### config.mk
export PLATFORM = sky130hd
export DESIGN_NAME = reference_reader
export DESIGN_NICKNAME = d
export VERILOG_FILES = /design/src/rtl/reference_reader.sv
export SDC_FILE = /design/constraint.sdc
export NUM_CORES = 1
export LEC_CHECK = 0
export CORE_UTILIZATION = 42
export DETAILED_ROUTE_END_ITERATION = 10
export PLACE_DENSITY = 0.7
export SLEW_MARGIN = 20
export SYNTH_ARGS = -nofsm -noshare
export SYNTH_HDL_FRONTEND = slang
export SYNTH_SLANG_ARGS = --single-unit
### constraint.sdc
create_clock -name clk -period 3.6 [get_ports clk]
set_clock_uncertainty 0.1 [all_clocks]
set_input_delay 0.54 -clock clk [delete_from_list [all_inputs] [get_ports clk]]
set_output_delay 0.54 -clock clk [all_outputs]
set_load 0.02 [all_outputs]
### src/rtl/reference_reader.sv
// Streams BUFFER_LENGTH reference samples from a read-addressed buffer into an AXI-Stream output.
// Optional REFERENCE_READER_REPEAT_EN adds repeat_count for back-to-back multi-pass playback.
module reference_reader #(
  parameter int I_BITS        = 8,
  parameter int Q_BITS        = 8,
  parameter int INDEX_BITS    = 10,
  parameter int BUFFER_LENGTH = 1000
) (
  input  logic                         clk,
  input  logic                         n_reset,
  input  logic                         start,
`ifdef REFERENCE_READER_REPEAT_EN
  input  logic [7:0]                   repeat_count,
`endif
  output logic                         busy,
  output logic                         done,
  output logic [INDEX_BITS-1:0]        m_axi_ref_raddr,
  output logic                         m_axi_ref_rvalid,
  output logic                         m_axi_ref_rready,
  input  logic                         s_axi_ref_rready,
  input  logic                         s_axi_ref_rvalid,
  input  logic signed [I_BITS-1:0]     ref_i,
  input  logic signed [Q_BITS-1:0]     ref_q,
  output logic                         m_axis_ref_tvalid,
  input  logic                         m_axis_ref_tready,
  output logic signed [I_BITS-1:0]     m_axis_ref_i,
  output logic signed [Q_BITS-1:0]     m_axis_ref_q,
  output logic                         m_axis_ref_tlast
);

  localparam logic [1:0] IDLE  = 2'd0;
  localparam logic [1:0] FETCH = 2'd1;
  localparam logic [1:0] DRAIN = 2'd2;
  localparam logic [INDEX_BITS-1:0] LAST_IDX = INDEX_BITS'(BUFFER_LENGTH - 1);

  logic [1:0]               state;
  logic [2:0]               outstanding;
  logic [2:0]               fifo_count;
  logic [1:0]               wr_ptr;
  logic [1:0]               rd_ptr;
  logic signed [I_BITS-1:0] fifo_i [4];
  logic signed [Q_BITS-1:0] fifo_q [4];
  logic [3:0]               fifo_last;
  logic                     issue;
  logic                     push;
  logic                     pop;
  logic                     resp_last;
  logic                     last_pass;
  logic                     head_last;

`ifdef REFERENCE_READER_REPEAT_EN
  logic [7:0] passes_left;
  assign last_pass = (passes_left == 8'd0);
`else
  assign last_pass = 1'b1;
`endif

  // Credit check keeps FIFO room for every in-flight response.
  assign m_axi_ref_rvalid = (state == FETCH) &&
                            (({1'b0, fifo_count} + {1'b0, outstanding}) < 4'd4);
  assign m_axi_ref_rready = m_axi_ref_rvalid;
  assign busy             = (state != IDLE);

  assign issue = m_axi_ref_rvalid && s_axi_ref_rready;
  // Responses with nothing outstanding are stale (e.g. from a pass abandoned by reset).
  assign push  = s_axi_ref_rvalid && (outstanding != 3'd0);
  assign pop   = m_axis_ref_tvalid && m_axis_ref_tready;
  // Once in DRAIN no more requests go out, so the last outstanding response is the final sample.
  assign resp_last = (state == DRAIN) && (outstanding == 3'd1);

  assign head_last         = fifo_last[rd_ptr];
  assign m_axis_ref_tvalid = (fifo_count != 3'd0);
  assign m_axis_ref_tlast  = m_axis_ref_tvalid && head_last;
  assign m_axis_ref_i      = m_axis_ref_tvalid ? fifo_i[rd_ptr] : '0;
  assign m_axis_ref_q      = m_axis_ref_tvalid ? fifo_q[rd_ptr] : '0;

  always_ff @(posedge clk) begin
    if (push) begin
      fifo_i[wr_ptr]    <= ref_i;
      fifo_q[wr_ptr]    <= ref_q;
      fifo_last[wr_ptr] <= resp_last;
    end
  end

  always_ff @(posedge clk or negedge n_reset) begin
    if (!n_reset) begin
      outstanding <= '0;
      fifo_count  <= '0;
      wr_ptr      <= '0;
      rd_ptr      <= '0;
    end else begin
      case ({issue, push})
        2'b10:   outstanding <= outstanding + 3'd1;
        2'b01:   outstanding <= outstanding - 3'd1;
        default: outstanding <= outstanding;
      endcase
      case ({push, pop})
        2'b10:   fifo_count <= fifo_count + 3'd1;
        2'b01:   fifo_count <= fifo_count - 3'd1;
        default: fifo_count <= fifo_count;
      endcase
      if (push) wr_ptr <= wr_ptr + 2'd1;
      if (pop)  rd_ptr <= rd_ptr + 2'd1;
    end
  end

  always_ff @(posedge clk or negedge n_reset) begin
    if (!n_reset) begin
      state           <= IDLE;
      m_axi_ref_raddr <= '0;
      done            <= 1'b0;
`ifdef REFERENCE_READER_REPEAT_EN
      passes_left     <= '0;
`endif
    end else begin
      done <= 1'b0;
      case (state)
        IDLE: begin
          if (start) begin
            state           <= FETCH;
            m_axi_ref_raddr <= '0;
`ifdef REFERENCE_READER_REPEAT_EN
            passes_left     <= repeat_count;
`endif
          end
        end
        FETCH: begin
          if (issue) begin
            if (m_axi_ref_raddr == LAST_IDX) begin
              m_axi_ref_raddr <= '0;
              if (last_pass) state <= DRAIN;
`ifdef REFERENCE_READER_REPEAT_EN
              else passes_left <= passes_left - 8'd1;
`endif
            end else begin
              m_axi_ref_raddr <= m_axi_ref_raddr + INDEX_BITS'(1);
            end
          end
        end
        DRAIN: begin
          if (pop && head_last) begin
            state <= IDLE;
            done  <= 1'b1;
          end
        end
        default: state <= IDLE;
      endcase
    end
  end

endmodule

==> results.toml <==
[sta]
rsz0062_at_grt = "false"
setup_slack_ns = 0.403
setup_viol_count_final = 0
tns_ns = 0
final.min_clock_period_ns = 3.20
slew_headroom_pct = 40.7
max_freq_mhz = 313
period_share_pct = 88.8
worstMarginPinSlew_ns = 0.890
hold_viol_final = 0
slew_viol_final = 0

[pwr]
vdd_ir_drop_max_mv = 0.452
p_per_area_nw_per_um2 = 814
leakage_nw = 1.70

[global_routing]
antenna_found_initial = 0
grt_overflow = 0
grt_use_total_pct = 15.6
grt_max_degree = 24
grt_pass1_wl_mm = 11.5
grt_pass1_vias = 2238

[floorplanning]
die_h_um = 99.4
design.core.area_um2 = 9200
die_w_um = 99.4
num_rows = 35
die_area_um2 = 9870
ios = 54
initial_core_util_pct = 43.3

[route]
avgViaCountPerCell = 5.30
antenna_left = 0
vias = 2203
dr.pass1.iters = 4
drt_iter0_drc = 86
drt_wl_total_mm = 7.02
drc = 0
wl_per_cell_um = 16.9

[worst_setup_path]
cp.arrival_ns = 2.56
critical_path_class = "reg2out"
critPathCaptureType = "primary output"
reg2reg_depth = 6
worstPathRequired_ns = 2.96
cp_max_fo = 11
startpoint_type = "flop"

[clock_network]
cts_resized = 0
hold_buffers = 0
htreeDepth = 3
clk_path_buf_depth = 2
cts_setup_buffers = 0
cts-root-buf = "clkbuf_8"
cts_inserted_buffers = 9
clkTransAtPathRegs_ns = 0.10
cts_tree = "done"
clk_latency_ns = 0.36
cts_sinks = 91

[logic_synthesis]
seq_area_frac_synth_pct = 65.7
synth_fp_nets = 279
synthArstFlopShare_pct = 25.3
synth_warnings = 0
avgSynthCellArea_um2 = 16.4
synth_edf_count = 68
synth_seq_cells = 91
ys_types = 44
synth_area_um2 = 3980
syn_inst = 243
synth_ff_type = "edfxtp_1"

[place]
io_buffer_count = 53
pre_cts_ws_ns = 0.744
hpwl_mm = 4.66
place.gp.congestion = 0.747

[min_path]
min_path_type = "in2async"

[finish]
drive_above_1_share_pct = 16.7
antenna_cells = 0
fillCellCount = 781
syn2layout_area_growth_pct = 20.7
nets = 336

[outcome]
status = "complete, no violations"

[flow_run]
maxCapViolations = 0
## worst max-delay path: stages, from the launching register on
cell and delay, ns:
dfrtp_1 0.73, buf_12 0.23, mux4_2 0.53, and2_1 0.18
clkdlybuf4s50_1 0.53
## registers in the layout (all words and copies together), names as in the netlist, 3 cells and up
| name | flops |
|---|---|
| fifo_count | 3 |
| fifo_q | 32 |
| outstanding | 3 |
| fifo_i | 32 |
| m_axi_ref_raddr | 10 |
| fifo_last | 4 |
## layer usage
layer	GRT usage (%)	vias to the layer above	part of all wire, %
met2	25.0	48	47
li1	-	1037	-
met1	21.0	1112	48
met3	3.44	6	3.3
met4	6.11	0	1.1
met5	0	-	0
## report_power, final
| part | switching [W] | leakage (nW) | internal, W | total (W) |
|---|---|---|---|---|
| registers | 0.000192 | 0.888 | 0.00138 | 0.00158 |
| logic | 0.000809 | 0.729 | 0.000887 | 0.00170 |
| clock network | 0.000382 | 0.0844 | 0.000261 | 0.000643 |
| total | 0.00138 | 1.70 | 0.00253 | 0.00391 |
## final cells by class
| cell class | instances | area, um2 | area share [%] |
|---|---|---|---|
| Inverter | 10 | 37.5 | 0.781 |
| Tap cell | 111 | 139 | 2.89 |
| Clock inverter | 7 | 60.1 | 1.25 |
| Timing Repair Buffer | 56 | 561 | 11.7 |
| Clock buffer | 9 | 124 | 2.58 |
| Sequential cell | 91 | 2620 | 54.5 |
| Multi-Input combinational cell | 132 | 1270 | 26.4 |
## logic make-up (layout without fill, tap and decap cells)
kind of cell | count (synthesis) | count (layout) | synth area share, %
xor gates and xnor gates | 9 | 9 | 1.98
AOI/OAI and AO/OA | 20 | 20 | 4.37
muxes | 20 | 20 | 10.4
DFF | 91 | 91 | 65.7
and+or+nand+nor | 69 | 69 | 10.5
adders and majority gates | 14 | 14 | 4.59
buffers and inverters | 20 | 82 | 2.39
## synthesized netlist by cell type (all sizes together) (2+ instances only)
cell	n	area, um2
dfrtp	23	576
xnor2	6	52.6
nand3	4	20.0
xor2	3	26.3
clkbuf	4	16.3
o21ai	2	10.0
nor2	10	37.5
or3	2	13.8
nand2b	2	12.5
nor2b	2	12.5
nand2	6	22.5
o22ai	3	18.8
buf	6	41.3
mux2i	2	20.0
inv	10	37.5
and2	23	144
or2	2	12.5
a22o	2	20.0
and3	9	62.6
ha	13	163
edfxtp	68	2040
mux4	17	383
a221o	6	60.1
a21boi	2	26.3
nand4	5	46.3
## path summary, 6_finish.rpt
kind	from	to	slack (ns)
max	rd_ptr[0]	m_axis_ref_tlast	0.40
min	n_reset	m_axi_ref_raddr[3]	0.05
max reg2reg	fifo_count[0]	fifo_count[1]	1.12
min reg2reg	fifo_count[2]	fifo_count[2]	0.40
max in group asynchronous	n_reset	m_axi_ref_raddr[4]	2.98
min in group clk	fifo_count[2]	fifo_count[2]	0.40
## metrics by stage
step	hold WS, ns	std cells	power (W)	cell area, um2	utilization, %
after global routing	0.0807	416	0.00416	4810	52.3
after detailed placement	0.385	400	0.00332	4630	50.3
after CTS	0.405	416	0.00397	4810	52.3
after global placement	0.384	400	0.00328	4630	50.3
after floorplan	0.144	243	0.00267	3980	-
final	0.0531	416	0.00391	4810	52.3
## layout by cell type (no fill, tap or decap), types with 3 or more instances in the layout
cell	synthesis	layout
and3_2	5	5
xor2_1	3	3
nor2_1	10	10
o22ai_1	3	3
xnor2_1	6	6
clkinvlp_4	0	3
and2_1	23	23
nand3_1	4	4
ha_1	13	13
and3_1	4	4
a221o_1	6	6
dfrtp_1	23	23
clkbuf_8	0	9
nand2_1	6	6
clkdlybuf4s50_1	0	52
inv_1	10	10
edfxtp_1	68	68
nand4_1	4	4
mux4_2	17	17
No activity file was read; power rests on OpenSTA's default activity.
==> variant 1, RTL diff (config.mk and constraints unchanged) <==
Make the reset (`n_reset`) synchronous in 2 clocked blocks.
--- a/src/rtl/reference_reader.sv
+++ b/src/rtl/reference_reader.sv
@@ -82,7 +82,7 @@
     end
   end
 
-  always_ff @(posedge clk or negedge n_reset) begin
+  always_ff @(posedge clk) begin
     if (!n_reset) begin
       outstanding <= '0;
       fifo_count  <= '0;
@@ -104,7 +104,7 @@
     end
   end
 
-  always_ff @(posedge clk or negedge n_reset) begin
+  always_ff @(posedge clk) begin
     if (!n_reset) begin
       state           <= IDLE;
       m_axi_ref_raddr <= '0;
Formal check against the unedited RTL: differs if n_reset is asserted again (counterexample within 4 cycles, from zero or initial values and one cycle with n_reset low); with n_reset held inactive, the same outputs for 4 cycles.
==> variant 1 against the original RTL <==
  * Combinational power down 38%
  * Worst setup slack improved by 0.23 ns
  * Count of clock-buffer cells in the layout unchanged
  * Fmax grew 7.8%
  * Clock power is 1% higher
  * Sequential cell count increased by 2
  * Critical path depth fell by 1
  * Total power decreased by 22%
  * Non-clock buffer count up 4
  * First-iteration DRC count rose by 30%
  * Wire length up 0.43%
  * Final area up 1.2%
  * Area after synthesis increased by 0.72%
  * Critical path type unchanged
  * Largest power group is now sequential cells
==> variant 1: results <==
<?xml version="1.0" encoding="UTF-8"?>
<metrics>
  <group name="yosys">
    <metric name="synth_compound_gate_area_share" unit="">0.05835</metric>
    <metric name="post_synth_main_area_contributors" unit="">sky130_fd_sc_hd__edfxtp_1 (51%), sky130_fd_sc_hd__dfxtp_1 (12%), sky130_fd_sc_hd__mux4_2 (9.5%)</metric>
    <metric name="synthAdderAreaFrac" unit="">0.04555</metric>
    <metric name="ys_types" unit="">45</metric>
    <metric name="most_instantiated_cells_after_synthesis" unit="">sky130_fd_sc_hd__edfxtp_1 (68), sky130_fd_sc_hd__dfxtp_1 (25), sky130_fd_sc_hd__and2_1 (24), sky130_fd_sc_hd__nor2_1 (18), sky130_fd_sc_hd__mux4_2 (17)</metric>
    <metric name="syn_nets" unit="">313</metric>
    <metric name="post_synth_inst_count" unit="">277</metric>
    <metric name="synth.area.mux_share" unit="">0.09548</metric>
  </group>
  <group name="final_layout">
    <metric name="fin_util" unit="">0.5265</metric>
    <metric name="n_fill_cell" unit="">762</metric>
    <metric name="area_occupied_by_multi_input_gates" unit="mm2">0.001346</metric>
    <metric name="count_of_nets_after_finishing" unit="">369</metric>
    <metric name="seq-cell-share" unit="">0.5226</metric>
    <metric name="buffer_area_frac" unit="">0.1199</metric>
    <metric name="regArea" unit="mm2">0.002542</metric>
  </group>
  <group name="detailed_routing">
    <metric name="met2_length" unit="um">3429</metric>
  </group>
  <group name="power_and_ir_drop">
    <metric name="power.static_leakage" unit="uW">0.001611</metric>
    <metric name="power.share.sequential" unit="">0.442</metric>
    <metric name="vdd_ir_drop_max" unit="uV">320.7</metric>
    <metric name="seq_cell_power" unit="uW">1340</metric>
  </group>
  <group name="critical_path">
    <metric name="crit_family" unit="">flip-flops</metric>
    <metric name="crit_slowest_cell" unit="">sky130_fd_sc_hd__dfxtp_1</metric>
    <metric name="critPathArrivalTime" unit="ns">2.33</metric>
    <metric name="critical_path_s_largest_stage_delay" unit="ns">0.85</metric>
    <metric name="r2r.worst_path.cells" unit="">8</metric>
    <metric name="timing.reg2reg.setup_slack" unit="ns">0.95</metric>
    <metric name="critical_path.reg2reg.endpoint" unit="">fifo_count[2]$_SDFFE_PN0P_</metric>
    <metric name="crit_fanout" unit="">16</metric>
    <metric name="reg2reg_from" unit="">fifo_count[0]$_SDFFE_PN0P_</metric>
  </group>
  <group name="grt">
    <metric name="gr-usage-met1" unit="">0.1981</metric>
  </group>
  <group name="placed_design">
    <metric name="dp_slack" unit="ns">0.9201</metric>
    <metric name="placed_cell_area" unit="mm2">0.004678</metric>
    <metric name="place.gp.congestion" unit="">0.7341</metric>
    <metric name="place.detailed.instances" unit="">451</metric>
  </group>
  <group name="status">
    <metric name="run_status" unit="">finished clean</metric>
  </group>
  <group name="sta">
    <metric name="final.hold.worst_slack" unit="ns">0.4020</metric>
  </group>
</metrics>
[variant 1: changes by cell type after synthesis, moves of 5 or more]
| cell | before | now |
|---|---|---|
| sky130_fd_sc_hd__and3_2 | 5 | 0 |
| sky130_fd_sc_hd__dfxtp_1 | 0 | 25 |
| sky130_fd_sc_hd__dfrtp_1 | 23 | 0 |
| sky130_fd_sc_hd__a221o_1 | 6 | 0 |
| sky130_fd_sc_hd__a21oi_1 | 1 | 6 |
| sky130_fd_sc_hd__nor2_1 | 10 | 18 |
| sky130_fd_sc_hd__nand2_1 | 6 | 13 |
[variant 1: cell families after synthesis]
| family | count (synthesis) |
|---|---|
| AO/OA/AOI/OAI | 30 |
| buffers and inverters | 27 |
| AND/OR/NAND/NOR | 89 |
| XOR/XNOR | 7 |
| multiplexers | 17 |
| adder cells (fa/ha/maj) | 14 |
| flip-flops | 93 |
==> variant 2, RTL diff (same flow settings) <==
Made on the original files. The parameter `INDEX_BITS` goes from 10 to 11.
--- a/src/rtl/reference_reader.sv
+++ b/src/rtl/reference_reader.sv
@@ -3,7 +3,7 @@
 module reference_reader #(
   parameter int I_BITS        = 8,
   parameter int Q_BITS        = 8,
-  parameter int INDEX_BITS    = 10,
+  parameter int INDEX_BITS    = 11,
   parameter int BUFFER_LENGTH = 1000
 ) (
   input  logic                         clk,
Interface: changed (resized m_axi_ref_raddr); port bits go from 54 to 55. No check against the original RTL was run, so the function may have changed too.
==> variant 2 against the original RTL <==
  * Area after synthesis grew 0.75%
  * Total power grew 0.68%
  * Sequential cell count grew 1
  * Critical path type unchanged
  * Worst setup slack gained 0.19 ns
  * Wire length shrank 2.6%
  * Highest routed layer unchanged
  * Sequential share of layout area shrank 0.50 points
  * Count of clock-buffer cells in the layout is the same
  * Non-clock buffer count grew 4
  * Final area grew 1.9%
==> variant 2: results <==
<?xml version="1.0" encoding="UTF-8"?>
<metrics>
  <group name="detailed_routing">
    <metric name="detail_route.vias_per_cell" unit="">5.011</metric>
    <metric name="dr_wl_met3" unit="um">196</metric>
    <metric name="detail_route.wirelength.met1" unit="um">3034</metric>
    <metric name="drt-total-wl" unit="um">6834</metric>
    <metric name="met2_length" unit="um">3553</metric>
    <metric name="detail_route.wl_per_cell" unit="um">15.36</metric>
  </group>
  <group name="grt">
    <metric name="gr-usage-met2" unit="">0.2525</metric>
    <metric name="gr-usage-met1" unit="">0.1949</metric>
  </group>
  <group name="yosys">
    <metric name="synth.area.mux_share" unit="">0.1007</metric>
    <metric name="syn_nets" unit="">285</metric>
    <metric name="synth.yosys.seq_area_share" unit="">0.6588</metric>
    <metric name="post_synth_main_area_contributors" unit="">sky130_fd_sc_hd__edfxtp_1 (51%), sky130_fd_sc_hd__dfrtp_1 (15%), sky130_fd_sc_hd__mux4_2 (9.5%)</metric>
    <metric name="post_synth_inst_count" unit="">249</metric>
    <metric name="ys_types" unit="">39</metric>
  </group>
  <group name="power_and_ir_drop">
    <metric name="p_comb" unit="uW">1750</metric>
    <metric name="swShare" unit="">0.3546</metric>
    <metric name="vdd_ir_drop_max" unit="uV">449.9</metric>
  </group>
  <group name="placed_design">
    <metric name="place.gp.congestion" unit="">0.7581</metric>
    <metric name="placed_cell_area" unit="mm2">0.004715</metric>
    <metric name="place.detailed.instances" unit="">429</metric>
  </group>
  <group name="status">
    <metric name="run_status" unit="">finished clean</metric>
  </group>
  <group name="critical_path">
    <metric name="crit_fanout" unit="">18</metric>
    <metric name="crit_family" unit="">flip-flops</metric>
    <metric name="r2r.worst_path.cells" unit="">11</metric>
    <metric name="critical_path_s_largest_stage_delay" unit="ns">0.89</metric>
  </group>
  <group name="final_layout">
    <metric name="top_regs" unit="">fifo_i x32, fifo_q x32, m_axi_ref_raddr x11</metric>
    <metric name="final_layout_size_suffix_gt1_frac" unit="">0.1361</metric>
    <metric name="n_fill_cell" unit="">776</metric>
    <metric name="count_of_nets_after_finishing" unit="">347</metric>
  </group>
  <group name="min_path">
    <metric name="hold_path.class" unit="">flop to flop</metric>
  </group>
  <group name="sta">
    <metric name="tightest_slew" unit="ns">0.8247</metric>
  </group>
</metrics>
-- variant 2: area by class of cell --
type	count	area, um2	area share
Multi-Input combinational cell	138	1287	0.2628
Clock buffer	9	123.9	0.02529
Timing Repair Buffer	60	585.6	0.1195
Sequential cell	92	2643	0.5395
Inverter	10	37.54	0.007663
Tap cell	129	161.4	0.03295
Clock inverter	7	60.06	0.01226
-- variant 2: worst paths after layout --
check                      slack, ns                  startpoint                         end
max reg2reg                     1.07  outstanding[0]$_DFFE_PN0P_   fifo_count[2]$_DFFE_PN0P_
min in group asynchronous       0.44                     n_reset  outstanding[1]$_DFFE_PN0P_
max in group asynchronous       2.72                     n_reset       rd_ptr[1]$_DFFE_PN0P_
min                             0.41   fifo_count[2]$_DFFE_PN0P_   fifo_count[2]$_DFFE_PN0P_
min reg2reg                     0.41   fifo_count[2]$_DFFE_PN0P_   fifo_count[2]$_DFFE_PN0P_
max                             0.59       rd_ptr[1]$_DFFE_PN0P_            m_axis_ref_tlast
